File: src/rtl/microsequencer_p_if.sv
// Bus bundle between the microprogram sequencer and its datapath / control store.
// master = sequencer side, slave = environment (control store, decoder, flags).
interface microsequencer_p_if #(
  parameter int unsigned ADDR_W = 16,
  parameter int unsigned CTL_W  = 64,
  parameter int unsigned SEL_W  = 3
);
  localparam int unsigned COND_N = 1 << SEL_W;

  logic              MOC;
  logic [COND_N-1:0] COND_IN;
  logic [ADDR_W-1:0] DEC_ADDR;
  logic [CTL_W-1:0]  UDATA;
  logic [ADDR_W-1:0] UADDR;
  logic [CTL_W-1:0]  CTL;
  logic [ADDR_W-1:0] CUR_ADDR;
  logic              STALL;
  logic              STK_ERR;

  modport master (
    input  MOC, COND_IN, DEC_ADDR, UDATA,
    output UADDR, CTL, CUR_ADDR, STALL, STK_ERR
  );

  modport slave (
    output MOC, COND_IN, DEC_ADDR, UDATA,
    input  UADDR, CTL, CUR_ADDR, STALL, STK_ERR
  );
endinterface

File: src/rtl/microsequencer_p.sv
// Parametrised microprogram sequencer: microinstruction register, next-address logic,
// memory-wait stall and WAIT op. Optional return stack enabled by defining USEQ_STACK_EN.
module microsequencer_p #(
  parameter int unsigned ADDR_W      = 16,
  parameter int unsigned CTL_W       = 64,
  parameter int unsigned SEL_W       = 3,
  parameter int unsigned FETCH_ADDR  = 0,
  parameter int unsigned STACK_DEPTH = 4
) (
  input logic CLK,
  input logic RST_N,
  microsequencer_p_if.master bus
);

  localparam int unsigned N_HI   = CTL_W - 7;
  localparam int unsigned INV_B  = CTL_W - 10;
  localparam int unsigned MI_B   = CTL_W - 11;
  localparam int unsigned SEL_HI = CTL_W - 12;
  localparam int unsigned CR_HI  = CTL_W - 12 - SEL_W;

  typedef enum logic [2:0] {
    OP_FETCH  = 3'd0,
    OP_CONT   = 3'd1,
    OP_JUMP   = 3'd2,
    OP_CJUMP  = 3'd3,
    OP_DECODE = 3'd4,
    OP_WAIT   = 3'd5,
    OP_CALL   = 3'd6,
    OP_RET    = 3'd7
  } op_e;

  logic [CTL_W-1:0]  ctl_q, ctl_d;
  logic [ADDR_W-1:0] cur_addr_q, cur_addr_d;

  op_e               op;
  logic              inv, mi, cond;
  logic [SEL_W-1:0]  sel;
  logic [ADDR_W-1:0] cr, inc, fetch_a, uaddr;
  logic              stall, push, pop;
  logic [ADDR_W-1:0] stk_top;
  logic              stk_empty;

  always_comb begin
    op      = op_e'(ctl_q[N_HI -: 3]);
    inv     = ctl_q[INV_B];
    mi      = ctl_q[MI_B];
    sel     = ctl_q[SEL_HI -: SEL_W];
    cr      = ctl_q[CR_HI -: ADDR_W];
    cond    = bus.COND_IN[sel] ^ inv;
    inc     = cur_addr_q + ADDR_W'(1);
    fetch_a = ADDR_W'(FETCH_ADDR);
  end

  // Memory-wait stall has priority over every op and suppresses stack activity.
  always_comb begin
    uaddr = cur_addr_q;
    stall = 1'b0;
    push  = 1'b0;
    pop   = 1'b0;
    if (mi && !bus.MOC) begin
      stall = 1'b1;
    end else begin
      case (op)
        OP_FETCH:  uaddr = fetch_a;
        OP_CONT:   uaddr = inc;
        OP_JUMP:   uaddr = cr;
        OP_CJUMP:  uaddr = cond ? cr : inc;
        OP_DECODE: uaddr = bus.DEC_ADDR;
        OP_WAIT: begin
          if (cond) uaddr = inc;
          else      stall = 1'b1;
        end
        OP_CALL: begin
          uaddr = cr;
          push  = 1'b1;
        end
        OP_RET: begin
          uaddr = stk_empty ? fetch_a : stk_top;
          pop   = 1'b1;
        end
        default: uaddr = fetch_a;
      endcase
    end
  end

  always_comb begin
    ctl_d      = bus.UDATA;
    cur_addr_d = uaddr;
  end

  always_ff @(posedge CLK or negedge RST_N) begin
    if (!RST_N) begin
      ctl_q      <= '0;
      cur_addr_q <= ADDR_W'(FETCH_ADDR);
    end else begin
      ctl_q      <= ctl_d;
      cur_addr_q <= cur_addr_d;
    end
  end

`ifdef USEQ_STACK_EN
  localparam int unsigned SP_W = $clog2(STACK_DEPTH + 1);

  logic [ADDR_W-1:0] stk_q [STACK_DEPTH];
  logic [ADDR_W-1:0] stk_d [STACK_DEPTH];
  logic [SP_W-1:0]   sp_q, sp_d;
  logic              stk_err_q, stk_err_d;

  // Entry sp-1 is the top of stack; selected by compare to avoid out-of-range indexing.
  always_comb begin
    stk_empty = (sp_q == '0);
    stk_top   = '0;
    for (int unsigned i = 0; i < STACK_DEPTH; i++) begin
      if (SP_W'(i + 1) == sp_q) stk_top = stk_q[i];
    end
  end

  always_comb begin
    stk_d     = stk_q;
    sp_d      = sp_q;
    stk_err_d = stk_err_q;
    if (push) begin
      if (sp_q == SP_W'(STACK_DEPTH)) begin
        stk_err_d = 1'b1;
      end else begin
        for (int unsigned i = 0; i < STACK_DEPTH; i++) begin
          if (SP_W'(i) == sp_q) stk_d[i] = inc;
        end
        sp_d = sp_q + SP_W'(1);
      end
    end else if (pop) begin
      if (stk_empty) stk_err_d = 1'b1;
      else           sp_d      = sp_q - SP_W'(1);
    end
  end

  always_ff @(posedge CLK or negedge RST_N) begin
    if (!RST_N) begin
      for (int unsigned i = 0; i < STACK_DEPTH; i++) stk_q[i] <= '0;
      sp_q      <= '0;
      stk_err_q <= 1'b0;
    end else begin
      stk_q     <= stk_d;
      sp_q      <= sp_d;
      stk_err_q <= stk_err_d;
    end
  end

  assign bus.STK_ERR = stk_err_q;
`else
  // Without a stack, CALL behaves as JUMP and RET as FETCH.
  logic unused_stk;
  assign stk_empty   = 1'b1;
  assign stk_top     = '0;
  assign unused_stk  = push ^ pop ^ (STACK_DEPTH == 0);
  assign bus.STK_ERR = 1'b0;
`endif

  assign bus.UADDR    = uaddr;
  assign bus.CTL      = ctl_q;
  assign bus.CUR_ADDR = cur_addr_q;
  assign bus.STALL    = stall;

endmodule

File: src/flat_wrapper.sv
// flat-port wrapper written by rule: the top's interface ports become plain ports
module microsequencer_p_flat 
#(
  parameter int unsigned ADDR_W      = 16,
  parameter int unsigned CTL_W       = 64,
  parameter int unsigned SEL_W       = 3,
  parameter int unsigned FETCH_ADDR  = 0,
  parameter int unsigned STACK_DEPTH = 4
)
  (CLK, RST_N, bus_MOC, bus_COND_IN, bus_DEC_ADDR, bus_UDATA, bus_UADDR, bus_CTL, bus_CUR_ADDR, bus_STALL, bus_STK_ERR);
  microsequencer_p_if #(.ADDR_W(ADDR_W), .CTL_W(CTL_W), .SEL_W(SEL_W)) bus_i ();
  input logic CLK;
  input logic RST_N;
  input wire logic [$bits(bus_i.MOC)-1:0] bus_MOC;
  input wire logic [$bits(bus_i.COND_IN)-1:0] bus_COND_IN;
  input wire logic [$bits(bus_i.DEC_ADDR)-1:0] bus_DEC_ADDR;
  input wire logic [$bits(bus_i.UDATA)-1:0] bus_UDATA;
  output wire logic [$bits(bus_i.UADDR)-1:0] bus_UADDR;
  output wire logic [$bits(bus_i.CTL)-1:0] bus_CTL;
  output wire logic [$bits(bus_i.CUR_ADDR)-1:0] bus_CUR_ADDR;
  output wire logic [$bits(bus_i.STALL)-1:0] bus_STALL;
  output wire logic [$bits(bus_i.STK_ERR)-1:0] bus_STK_ERR;
  assign bus_i.MOC = bus_MOC;
  assign bus_i.COND_IN = bus_COND_IN;
  assign bus_i.DEC_ADDR = bus_DEC_ADDR;
  assign bus_i.UDATA = bus_UDATA;
  assign bus_UADDR = bus_i.UADDR;
  assign bus_CTL = bus_i.CTL;
  assign bus_CUR_ADDR = bus_i.CUR_ADDR;
  assign bus_STALL = bus_i.STALL;
  assign bus_STK_ERR = bus_i.STK_ERR;
  microsequencer_p #(.ADDR_W(ADDR_W), .CTL_W(CTL_W), .SEL_W(SEL_W), .FETCH_ADDR(FETCH_ADDR), .STACK_DEPTH(STACK_DEPTH)) u_core (.CLK(CLK), .RST_N(RST_N), .bus(bus_i));
endmodule
File: config.mk
export PLATFORM = sky130hd
export DESIGN_NAME = microsequencer_p_flat
export DESIGN_NICKNAME = d
export VERILOG_FILES = /design/src/rtl/microsequencer_p_if.sv /design/src/rtl/microsequencer_p.sv /design/src/flat_wrapper.sv
export SDC_FILE = /design/constraint.sdc
export NUM_CORES = 1
export LEC_CHECK = 0
export BUFFER_PORTS_ARGS = -buffer_cell sky130_fd_sc_hd__buf_2
export CORE_UTILIZATION = 45
export CTS_CLUSTER_SIZE = 10
export DETAILED_ROUTE_END_ITERATION = 8
export PLACE_DENSITY_LB_ADDON = 0.2
export SLEW_MARGIN = 30
export SYNTH_ARGS = -nofsm -noshare
export SYNTH_HDL_FRONTEND = slang
export SYNTH_SLANG_ARGS = --single-unit
export TNS_END_PERCENT = 30
File: constraint.sdc
create_clock -name CLK -period 3.4 [get_ports CLK]
set_input_delay 0.68 -clock CLK [delete_from_list [all_inputs] [get_ports CLK]]
set_output_delay 0.68 -clock CLK [all_outputs]
set_load 0.03 [all_outputs]
==> key figures, run 1 <==
Run status
  • Status: complete, but fails checks
  • Failing checks: setup timing

Timing
  • Final count of negative-setup-slack endpoints: 8
  • Final hold violation count: 0
  • Hold Slack: roughly 0.32 ns
  • Final Critical Period: 3.463 ns
  • FMAX: ~290 MHz
  • Worst clock skew: 0.01450 ns
  • Period Utilization, post-route: 101.9%
  • Max-slew headroom: 51.87%
  • Worst-Margin Slew: approximately 0.72 ns
  • Max Slew Vio Count: 0
  • RSZ-0062 raised after global routing: yes
  • Final worst slack: -0.06328 ns

Setup path
  • Worst r2r dst: u_core.bus.CUR_ADDR[15]
  • Critical path's top delay family: simple AND/OR/NAND/NOR gates
  • Crit path capture type: primary output
  • Crit-path max cell delay: 0.46 ns
  • Crit path max-delay cell type: dfrtp_2
  • R2r startpoint: u_core.bus.CTL[50]
  • R2R setup slack: 0.05 ns
  • Critical Path AT: 2.78 ns
  • Crit-path max FO: 6
  • Required time worst endpoint: 2.72 ns
  • Crit path kind: reg -> out
  • Worst reg-to-reg path cell count: 17
  • Cell Chain, Critical Path: mux2_4 -> a2bb2o_4 -> or3_4 -> and2_2 -> or3_1 -> a21oi_2 -> a2bb2oi_2 -> buf_4
  • CP Buf/Inv Count: 1
  • Critical path startpoint category: flop

Synthesis
  • Sequential element share of the synthesized area: about 56%
  • Syn avg cell area: between 10 and 15 µm²
  • Seq cells post-synth: 80
  • Post-synth EDFFs: 0
  • Ys async rst share: 100.0%
  • Post-Synthesis Cells: roughly 330
  • Syn. warnings: 0
  • Prevailing post-synth register cell: dfrtp_1
  • Post-synth net total: 424
  • Synthesized cell area: 3573 µm²
  • Synth cell types: 46

GRT
  • Number of global-route vias before repair: 3720
  • Largest net degree at the start of global routing: 81
  • Initial antenna violation count: 0
  • Total congestion overflow: 0
  • Wire length of the first global-routing pass: 17690 µm
  • Total track usage: 27.66%

Layout
  • Fin cells: roughly 650
  • Share of layout cells above drive strength 1: 51.18%
  • Antenna diodes: 0
  • Layout area overhead: 46.36%
  • Nets: 636
  • Most common cell after layout, fill and taps aside: buf_2
  • Most frequent cells in the layout: 171 x buf_2, 79 x dfrtp_1, 46 x buf_4
  • Fillcell total: 666
  • Core Util, Final: 68.03%

Place
  • Hpwl dp: 7841 µm
  • GP Congestion: 0.8796
  • PortBufs: approximately 190
  • # placed instances: 623
  • Dpl ws: -0.07950 ns

Clock tree
  • Clk slew on worst S/H paths: 0.10 ns
  • Clk sinks: 80
  • Clk buf depth: 2
  • Worst-skew pair later-pin latency: 0.38 ns
  • CTS root buffer: clkbuf_8
  • CTS tree: yes
  • # hold bufs at CTS: 0
  • H-tree Lvls: 3
  • TritonCTS Buffers: 9

Power
  • Pwr Density: 503.3 nW/µm²
  • P_leak: 2.504 nW
  • Max IR drop VDD: ~0.36 mV

Floorplan
  • Die Wd: ~91 µm
  • Core area: 7687 µm²
  • IO Count: 189
  • Die H: 91.11 µm
  • Initial Util: 46.48%
  • # rows: 32
  • Die Footprint: 8301 µm²

Route
  • Drt total wl: between 10000 and 15000 µm
  • First-pass iteration count of the detailed router: 4
  • Residual DRC: 0
  • Post-DRT Antenna Nets: 0
  • DRT iter0 DRCs: roughly 260
  • DR WL/cell: 17.45 µm
  • Mean number of vias per cell: 5.525
  • Vias: roughly 3600

Job
  • MaxCap Viol Count: 0

Hold path
  • Hold Crit Class: in -> async
per-layer routing:
metal	global-route usage [%]	vias to the layer above	share of wire, %
met5	0	-	0
met4	11.64	0	2.0
met3	8.375	19	9.8
met2	47.92	187	51
met1	31.73	1741	37
li1	-	1650	-
worst reg2reg max path, cell delays in order (launching register included):
cell,delay (ns)
dfrtp_2,0.46
mux2_4,0.22
a2bb2o_4,0.22
or3_4,0.37
buf_8,0.17
nand2_8,0.08
mux2_4,0.30
a221oi_2,0.26
o21ai_1,0.11
buf_4,0.14
buf_4,0.12
buf_4,0.12
buf_4,0.12
buf_4,0.12
buf_4,0.12
buf_4,0.12
buf_4,0.12
buf_4,0.12
worst max-delay path by stage:
| stage | from | endpoint | slack [ns] | cells past startpoint |
|---|---|---|---|---|
| 2_1_floorplan | bus_COND_IN[7] | bus_UADDR[0] | -0.10 | 9 |
| 6_report | u_core.bus.CTL[50] | bus_UADDR[5] | -0.06 | 8 |
| 3_5_place_dp | bus_COND_IN[7] | bus_UADDR[15] | -0.08 | 10 |
| 4_1_cts | u_core.bus.CTL[50] | bus_UADDR[8] | -0.08 | 9 |
| 5_1_grt | u_core.bus.CTL[50] | bus_UADDR[0] | -0.18 | 10 |
| 3_3_place_gp | bus_COND_IN[7] | bus_UADDR[5] | 0.009 | 10 |
power by group:
group / switching [mW] / internal (mW) / total (mW)
registers: 0.0676 / 1.02 / 1.09
clock network: 0.423 / 0.290 / 0.713
logic: 0.509 / 0.322 / 0.831
sequential cells by signal, indices dropped and copies added, names as in the netlist:
signal	flops
u_core.bus.CTL	64
u_core.bus.CUR_ADDR	16
cell usage after synthesis (3+ instances only):
master	instances	area, µm²
xnor2_1	13	113.9
nand4_1	6	37.54
dfrtp_1	80	2002
o21a_1	3	22.52
mux2_2	6	67.56
o22ai_1	4	25.02
inv_1	3	11.26
clkbuf_1	16	60.06
a21oi_1	24	120.1
buf_2	4	20.02
xor2_1	4	35.03
nand3_1	7	35.03
a2bb2oi_1	3	26.28
nor2_1	20	75.07
o221ai_1	8	70.07
nor2b_1	3	18.77
a221oi_1	6	52.55
a31oi_1	5	31.28
nand2b_1	3	18.77
or2_2	3	18.77
o311ai_0	3	26.28
nand2_1	22	82.58
o21ai_0	29	145.1
a22oi_1	16	120.1
or3_1	4	25.02
and2_1	4	25.02
mux2i_1	6	60.06
layout make-up:
type	instances	area, µm²	area share [%]
Clock buffer	9	123.9	2.368
Sequential cell	80	2003	38.30
Clock inverter	7	75.07	1.435
Timing Repair Buffer	224	1276	24.40
Multi-Input combinational cell	226	1613	30.84
Inverter	3	11.26	0.2153
Tap cell	102	127.6	2.440
logic make-up after synthesis:
kind of cell    Yosys count  synth area share (%)
compound gates          113                 21.15
buf+inv                  28                 3.607
flops                    80                 56.02
mux                      13                 3.886
simple gates             79                 10.71
other cells               1                0.1049
xor+xnor                 17                 4.167
fa+ha+maj                 1                0.3501
through the flow:
stage                     area, µm²  TNS [ns]  power (mW)
after floorplan                3573   -0.2320       1.557
after global placement         4737         0       1.821
after detailed placement       4737   -0.1662       1.834
after CTS                      5126   -0.6668       2.606
after global routing           5230    -1.559       2.737
final                          5230   -0.2468       2.632
repair_timing:
action                                  CTS  global route
setup buffers                            11             0
gates resized for setup                  36            27
endpoints found under the setup margin   16            17
pin swaps                                 8             8
gates cloned                              2             0
Note: power is estimated with default switching activity, not from simulation.
==> run 2: changes to the inputs <==
Settings changed: REMOVE_ABC_BUFFERS from default to 1.
==> run 2 against run 1 <==
The run still ends with setup timing left. First-iteration DRC count decreased by 52%. Largest power group unchanged. Sequential share of layout area increased by 0.27 points. Critical path depth increased by 1. Largest cell class unchanged. Clock-buffer cell count increased by 2. Power increased by 0.36%. Cell count decreased by 0.92%. Sequential power about the same. Maximum frequency decreased by 0.65%. Via count decreased by 3.0%. Global-route usage decreased by 1.6 points. Critical path type unchanged. Final area decreased by 0.69%.
==> key figures, run 2 (synthesis gave the netlist of run 1 again) <==
Timing
  • Max-slew headroom: 54.05% (was 51.87%)
  • Worst-Margin Slew: 0.6893 ns (was 0.7219 ns)
  • FMAX: 286.9 MHz (was 288.7 MHz)
  • RSZ-0062 raised after global routing: yes (unchanged)
  • Worst clock skew: 0.007968 ns (was 0.01450 ns)
  • Period Utilization, post-route: 102.5% (was 101.9%)
  • Final count of negative-setup-slack endpoints: 8 (unchanged)
  • Hold Slack: 0.3463 ns (was 0.3223 ns)
  • Max Slew Vio Count: 0 (unchanged)
  • Final Critical Period: 3.486 ns (was 3.463 ns)
  • Final worst slack: -0.08594 ns (was -0.06328 ns)
  • Final hold violation count: 0 (unchanged)

Clock tree
  • Clk slew on worst S/H paths: 0.08 ns (was 0.10 ns)
  • # hold bufs at CTS: 0 (unchanged)
  • TritonCTS Buffers: 9 (unchanged)
  • Worst-skew pair later-pin latency: 0.35 ns (was 0.38 ns)
  • CTS root buffer: clkbuf_8 (unchanged)
  • Clk buf depth: 2 (unchanged)
  • CTS tree: yes (unchanged)
  • H-tree Lvls: 3 (unchanged)
  • Clk sinks: 80 (unchanged)

Layout
  • Register area: 2003 µm² (unchanged)
  • Most common cell after layout, fill and taps aside: buf_2 (unchanged)
  • Max reg flops: 64 (unchanged)
  • Fillcell total: 637 (was 666)
  • Layout area overhead: 45.34% (was 46.36%)
  • Nets: 630 (was 636)
  • Core Util, Final: 67.56% (was 68.03%)
  • Antenna diodes: 0 (unchanged)
  • Share of layout cells above drive strength 1: 50.28% (was 51.18%)
  • Multi-input gate area: 1580 µm² (was 1613 µm²)
  • Design Area, Final: 5194 µm² (was 5230 µm²)
  • Most frequent cells in the layout: 173 x buf_2, 79 x dfrtp_1, 37 x buf_4 (was 171 x buf_2, 79 x dfrtp_1, 46 x buf_4)

GRT
  • Largest net degree at the start of global routing: 81 (unchanged)
  • Wire length of the first global-routing pass: 16780 µm (was 17690 µm)
  • Total congestion overflow: 0 (unchanged)
  • Total track usage: 26.07% (was 27.66%)
  • Initial antenna violation count: 0 (unchanged)
  • Number of global-route vias before repair: 3417 (was 3720)

Place
  • PortBufs: 187 (unchanged)
  • Dpl ws: -0.3177 ns (was -0.07950 ns)
  • GP Congestion: 0.8770 (was 0.8796)
  • Post-placement cell area: 4740 µm² (was 4737 µm²)
  • Hpwl dp: 7734 µm (was 7841 µm)

Setup path
  • Crit path max-delay cell type: dfrtp_2 (unchanged)
  • Crit-path max FO: 9 (was 6)
  • Crit path kind: reg -> out (unchanged)
  • Most used cell, CP: buf_6
  • Cell Chain, Critical Path: mux2_4 -> a2bb2o_4 -> or3_4 -> and2_4 -> buf_6 -> or3_1 -> a21oi_2 -> a2bb2oi_2 -> buf_6 (was mux2_4 -> a2bb2o_4 -> or3_4 -> and2_2 -> or3_1 -> a21oi_2 -> a2bb2oi_2 -> buf_4)
  • Crit path capture type: primary output (unchanged)
  • R2R setup slack: 1.00 ns (was 0.05 ns)
  • Critical path startpoint category: flop (unchanged)
  • Required time worst endpoint: 2.72 ns (about the same)
  • Critical Path AT: 2.81 ns (was 2.78 ns)
  • Crit-path max cell delay: 0.46 ns (about the same)

Floorplan
  • Die Wd: 91.11 µm (unchanged)
  • Initial Util: 46.48% (unchanged)
  • # rows: 32 (unchanged)
  • Die H: 91.11 µm (unchanged)
  • Core area: 7687 µm² (unchanged)
  • IO Count: 189 (unchanged)
  • Die Footprint: 8301 µm² (unchanged)

Route
  • First-pass iteration count of the detailed router: 5 (was 4)
  • Vias: 3489 (was 3597)
  • Post-DRT Antenna Nets: 0 (unchanged)
  • Residual DRC: 0 (unchanged)
  • DR WL/cell: 16.69 µm (was 17.45 µm)
  • Mean number of vias per cell: 5.409 (was 5.525)
  • DRT iter0 DRCs: 124 (was 258)
  • Drt total wl: 10770 µm (was 11360 µm)

Job
  • MaxCap Viol Count: 0 (unchanged)

Run status
  • Failing checks: setup timing (unchanged)
  • Status: complete, but fails checks (unchanged)

Hold path
  • Hold Crit Class: in -> async (unchanged)

Power
  • Pwr Density: 508.6 nW/µm² (was 503.3 nW/µm²)
  • Max IR drop VDD: 0.3840 mV (was 0.3623 mV)
  • P_leak: 2.476 nW (was 2.504 nW)
-- run 2: area by class of cell --
| class | count | share of cell area (%) |
|---|---|---|
| inverters | 3 | 0.2168 |
| well taps | 102 | 2.457 |
| clock buffers | 11 | 2.915 |
| repair buffers | 220 | 24.19 |
| multi-input cells | 224 | 30.43 |
| clock inverters | 5 | 1.229 |
| flip-flops and latches | 80 | 38.57 |
-- run 2: layer usage --
| metal | vias to the layer above | share of wire [%] | track usage (%) |
|---|---|---|---|
| li1 | 1634 | - | - |
| met1 | 1667 | 40 | 32.10 |
| met2 | 173 | 50 | 43.69 |
| met3 | 15 | 8.9 | 8.124 |
| met4 | 0 | 1.3 | 8.466 |
| met5 | - | 0 | 0 |
-- run 2: worst paths after layout --
kind / from / end / cells after the start
max: u_core.bus.CTL[50] / bus_UADDR[5] / 9
max reg2reg: u_core.bus.CTL[50] / u_core.bus.CUR_ADDR[6] / 9
min reg2reg: u_core.bus.CUR_ADDR[15] / u_core.bus.CUR_ADDR[15] / 2
min in group CLK: bus_UDATA[32] / u_core.bus.CTL[32] / 1
max in group asynchronous: RST_N / u_core.bus.CTL[50] / 1
min: RST_N / u_core.bus.CTL[11] / 1
-- run 2: power breakdown --
| group | internal [mW] | switching, mW |
|---|---|---|
| Sequential | 1.02 | 0.0743 |
| Clock | 0.384 | 0.352 |
| Combinational | 0.320 | 0.491 |
-- run 2: stage by stage --
stage          setup TNS, ns  power, mW  cells
2_1_floorplan         -8.207      1.535    307
3_3_place_gp          -1.677      1.822    625
3_5_place_dp          -2.224      1.833    625
4_1_cts              -0.4720      2.622    642
5_1_grt               -1.523      2.761    645
6_report             -0.3154      2.642    645
-- run 2: worst max-delay path, delay by kind of cell, from the launching register on --
family                 cells  cell delay, ns
buffers and inverters      2            0.29
AOI/OAI and AO/OA          3            0.57
DFF                        1            0.46
muxes                      1            0.22
and+or+nand+nor            3            0.91
-- run 2: repair_timing --
| item | CTS | global route |
|---|---|---|
| gates resized for setup | 38 | 24 |
| setup buffers | 1 | 3 |
| endpoints found under the setup margin | 16 | 16 |
| pin swaps | 8 | 6 |
